$ cat src/rtl/tdm_demux8.sv
// Receive side of an 8-slot TDM serial link: slot tracking, deserialisation, lock and sync-error reporting.
// Frame word appears on the same edge as the slot-7 bit; en=0 freezes everything except the one-cycle pulses.
module tdm_demux8 #(
   parameter int SYNC_LOSS = 2
) (
   input  logic       clk,
   input  logic       rstn,
   input  logic       en,
   input  logic       din,
   input  logic       sync,
   output logic [7:0] q,
   output logic       frame_valid,
   output logic       locked,
   output logic       sync_err,
   output logic [2:0] slot
);

   localparam int MW = $clog2(SYNC_LOSS + 1);
   localparam logic [MW:0] LOSS = SYNC_LOSS[MW:0];

   typedef enum logic {HUNT = 1'b0, LOCKED = 1'b1} state_t;

   state_t        state;
   logic [7:0]    shadow;
   logic [MW-1:0] miss_cnt;
   logic [MW:0]   miss_next;

   assign miss_next = {1'b0, miss_cnt} + {{MW{1'b0}}, 1'b1};
   assign locked    = (state == LOCKED);

   always_ff @(posedge clk or negedge rstn) begin
      if (!rstn) begin
         state       <= HUNT;
         slot        <= 3'd0;
         shadow      <= 8'h00;
         q           <= 8'h00;
         frame_valid <= 1'b0;
         sync_err    <= 1'b0;
         miss_cnt    <= '0;
      end else begin
         frame_valid <= 1'b0;
         sync_err    <= 1'b0;
         if (en) begin
            case (state)
               HUNT: begin
                  if (sync) begin
                     shadow[0] <= din;
                     slot      <= 3'd1;
                     miss_cnt  <= '0;
                     state     <= LOCKED;
                  end
               end
               LOCKED: begin
                  if (slot == 3'd0) begin
                     if (sync) begin
                        shadow[0] <= din;
                        slot      <= 3'd1;
                        miss_cnt  <= '0;
                     end else begin
                        sync_err <= 1'b1;
                        // Flywheel through isolated missing markers; give up after SYNC_LOSS in a row.
                        if (miss_next < LOSS) begin
                           shadow[0] <= din;
                           slot      <= 3'd1;
                           miss_cnt  <= miss_next[MW-1:0];
                        end else begin
                           state    <= HUNT;
                           slot     <= 3'd0;
                           shadow   <= 8'h00;
                           miss_cnt <= '0;
                        end
                     end
                  end else if (sync) begin
                     // Misplaced marker: drop the partial frame and restart at slot 0.
                     sync_err <= 1'b1;
                     shadow   <= {7'b0, din};
                     slot     <= 3'd1;
                     miss_cnt <= '0;
                  end else begin
                     shadow[slot] <= din;
                     slot         <= slot + 3'd1;
                     if (slot == 3'd7) begin
                        q           <= {din, shadow[6:0]};
                        frame_valid <= 1'b1;
                     end
                  end
               end
               default: state <= HUNT;
            endcase
         end
      end
   end

endmodule

$ cat config.mk
export PLATFORM = sky130hd
export DESIGN_NAME = tdm_demux8
export DESIGN_NICKNAME = d
export VERILOG_FILES = /design/src/rtl/tdm_demux8.sv
export SDC_FILE = /design/constraint.sdc
export NUM_CORES = 1
export LEC_CHECK = 0
export CAP_MARGIN = 20
export CORE_AREA = 4 4 59 61
export CTS_CLUSTER_DIAMETER = 40
export DETAILED_ROUTE_END_ITERATION = 10
export DIE_AREA = 0 0 63 65
export GPL_TIMING_DRIVEN = 0
export SLEW_MARGIN = 20
export SYNTH_ARGS = -nofsm -noshare
export SYNTH_HDL_FRONTEND = slang
export SYNTH_SLANG_ARGS = --single-unit
$ cat constraint.sdc
create_clock -name clk -period 6.3 [get_ports clk]
set_clock_uncertainty 0.2 [all_clocks]
set_input_delay 0.945 -clock clk [delete_from_list [all_inputs] [get_ports clk]]
set_output_delay 0.945 -clock clk [all_outputs]
set_load 0.01 [all_outputs]
==> run_results.csv <==
group,metric,value,unit
outcome,status,"finished, final reports clean",
placement,place_congestion,0.8601,
clocking,cts_tree,"yes",
yosys,async_reset_ff_share,100.0,%
power_and_ir_drop,swShare,39.98,%
clocking,cts_sinks,23,
power_and_ir_drop,p_per_area,391.7,nW/µm²
critical_path,crit_path_start_kind,"register",
floorplanning,initial_core_util,41.64,%
power_and_ir_drop,clockPowerShare,12.0,%
power_and_ir_drop,max-vdd-ir-drop,0.0002271,V
clocking,clock_path_buffers,2,
yosys,syn_area,1240,µm²
yosys,syn_inst,125,
yosys,synth_top_area_cell,"dfrtp_1",
yosys,ys_types,36,
critical_path,crit_end,"q[4]",
grt,grt_max_degree,24,
critical_path,r2r_slack,3.00,ns
clocking,path_clk_slew,0.12,ns
drt,drtIter0Drc,29,
yosys,synth_edf_count,0,
drt,drc,0,
grt,grt_pass1_vias,943,
yosys,synth_seq_cells,23,
critical_path,path_cells,"clkbuf_1, inv_1, ha_1, nor2b_1, clkbuf_1, inv_1, ha_1, clkbuf_1, nand4_1, clkbuf_1, nand2_1, o21ai_0",
flow_run,maxCapViolCount,0,
critical_path,reg2reg_to,"q[4]",
yosys,synth_warnings,0,
floorplanning,die_width,63,µm
clocking,cts_max_level,1,
clocking,cts_hold_buf,0,
sta,final-hold-violation-count,0,
clocking,cts-root-buf,"clkbuf_4",
power_and_ir_drop,seqPwrFrac,36.1,%
floorplanning,std_cell_rows,20,
drt,wire_per_inst,14.53,µm
yosys,synth_nets,135,
final_layout,finalNetCount,157,
critical_path,cp-end-kind,"register",
final_layout,diodes,0,
grt,grt_busiest_layer,"met2",
grt,antenna_found_initial,0,
drt,ant_nets,0,
worst_hold_path,min_path_type,"register to register",
yosys,synth_top_area_share,46.42,%
critical_path,crit_slowest_cell,"dfrtp_1",
power_and_ir_drop,power,0.0005773,W
sta,fin_crit,3.303,ns
placement,place_hpwl,1865,µm
sta,holdWs,0.2893,ns
drt,via_count,987,
clocking,clock_latency,0.32,ns
floorplanning,fp.dieH,65,µm
grt,grt_overflow_total,0,
power_and_ir_drop,pwr-share-comb,51.9,%
drt,viasPerCell,5.514,
sta,setup_viol,0,
grt,use_met1,17.45,%
yosys,ys_top_cells_by_count,"dfrtp_1, inv_1, nand2_1",
final_layout,final-instance-count-excl-fill,179,
placement,placed_cells,175,
critical_path,reg2regPathDepth,12,
sta,fin_crit_sh,52.43,%
sta,fmax,302.7,MHz
critical_path,r2r_start,"slot[0]",
grt,grt_use_total,13.62,%
power_and_ir_drop,intPower,0.0003465,W
critical_path,worst-setup-path-type,"register to register",
floorplanning,dieArea,4095,µm²
grt,use_met3,2.600,%
grt,grt_pass1_wl,4367,µm
yosys,postSynthAreaPerCell,9.920,µm²
yosys,post-synth-top-count-cell,"dfrtp_1",
sta,tightest_slew,0.4980,ns
critical_path,crit_path_frequent_cell,"clkbuf_1",
yosys,synthTopCellsByArea,"dfrtp_1, ha_1, inv_1",
clocking,cts_setup_buffers,0,
clocking,cts_buffers,3,
sta,max_slew_margin,66.80,%
drt,wl,2600,µm
final_layout,post_route_cells_drive_above_1_share,9.589,%
clocking,ctsResizeCount,0,
power_and_ir_drop,leakage,0.6346,nW
critical_path,crit_path_start,"slot[0]",
sta,totalNegativeSetupSlack,0,ns
final_layout,area_growth,18.87,%
critical_path,max_stage_delay,0.45,ns
yosys,ys_seq_area_share,46.42,%
grt,met2_usage,22.40,%
yosys,synth_ff_type,"dfrtp_1",
floorplanning,core,2978,µm²
critical_path,path_max_fanout,10,
floorplanning,pin_count,19,
drt,first_pass_iters,4,
critical_path,required,6.30,ns
placement,numPortBuffers,17,
critical_path,worstPathArrival,3.31,ns
sta,slew_violations,0,
sta,rsz0062_at_grt,"false",
power_and_ir_drop,switchingPower,0.0002308,W
## critical path, delay by kind of cell (launching register included)
kind | cells | cell delay, ns
flip-flops | 1 | 0.45
adder cells (fa/ha/maj) | 2 | 0.45
AO/OA/AOI/OAI | 1 | 0.07
buffers and inverters | 6 | 1.42
AND/OR/NAND/NOR | 3 | 0.59
## layout by cell type, fill, tap and decap left out, types with 2 or more instances in the layout
master,count
dfrtp_1,23
clkdlybuf4s50_1,16
inv_1,14
nand2_1,11
o21ai_0,8
clkbuf_1,6
nand3b_1,5
a221oi_1,5
o22ai_1,5
ha_1,5
nor3b_1,4
nand4_1,4
buf_2,3
and2_1,3
a22o_1,3
or3b_2,3
clkbuf_4,3
buf_6,2
nand2b_1,2
mux2_2,2
## state kept, by name (all words and copies together) (netlist names)
| signal | flops |
|---|---|
| sync_err | 1 |
| frame_valid | 1 |
| q | 8 |
| slot | 3 |
| miss_cnt | 2 |
| shadow | 7 |
| locked | 1 |
## metrics by stage
| stage | utilization (%) | cell area (µm²) | setup WS, ns |
|---|---|---|---|
| 2_1_floorplan | - | 1240 | 3.618 |
| 4_1_cts | 49.66 | 1479 | 3.016 |
| 5_1_grt | 49.50 | 1474 | 2.709 |
| 3_5_place_dp | 48.74 | 1451 | 3.070 |
| 6_report | 49.50 | 1474 | 2.997 |
| 3_3_place_gp | 48.74 | 1451 | 3.139 |
## metal layers
layer	wire [µm]	up-vias
met5	0	-
met4	28	0
met3	125	4
met2	1236	24
met1	1209	462
li1	-	497
## worst min path at each step
| stage | start | to | slack (ns) | cells after the start |
|---|---|---|---|---|
| 2_1_floorplan | shadow[0] | shadow[0] | 0.27 | 2 |
| 3_3_place_gp | q[2] | q[2] | 0.26 | 2 |
| 3_5_place_dp | q[2] | q[2] | 0.27 | 2 |
| 4_1_cts | q[2] | q[2] | 0.30 | 2 |
| 5_1_grt | q[6] | q[6] | 0.33 | 2 |
| 6_report | q[2] | q[2] | 0.29 | 2 |
## cells by family (layout without fill, tap and decap cells)
family | count (synthesis) | in the layout | share of synthesized area [%]
AOI/OAI and AO/OA | 31 | 31 | 18.37
adders and majority gates | 5 | 5 | 5.045
buffers and inverters | 24 | 45 | 8.678
DFF | 23 | 23 | 46.42
muxes | 3 | 3 | 2.624
and+or+nand+nor | 39 | 39 | 18.87
## layout make-up
type	count	area (µm²)
Timing Repair Buffer	17	165.2
Multi-Input combinational cell	78	556.8
Clock inverter	1	5.005
Sequential cell	23	575.6
Fill cell	289	1504
Inverter	14	52.55
Buffer	10	55.05
Tap cell	33	41.29
Clock buffer	3	22.52
## power by group through the flow
stage               sequential [W]  clock (W)  combinational [W]
floorplan                 0.000215          0           0.000197
global placement          0.000210          0           0.000293
detailed placement        0.000211          0           0.000297
CTS                       0.000208  0.0000720           0.000299
global route              0.000213  0.0000788           0.000332
finish                    0.000208  0.0000695           0.000300
No activity file was read; power rests on OpenSTA's default activity.
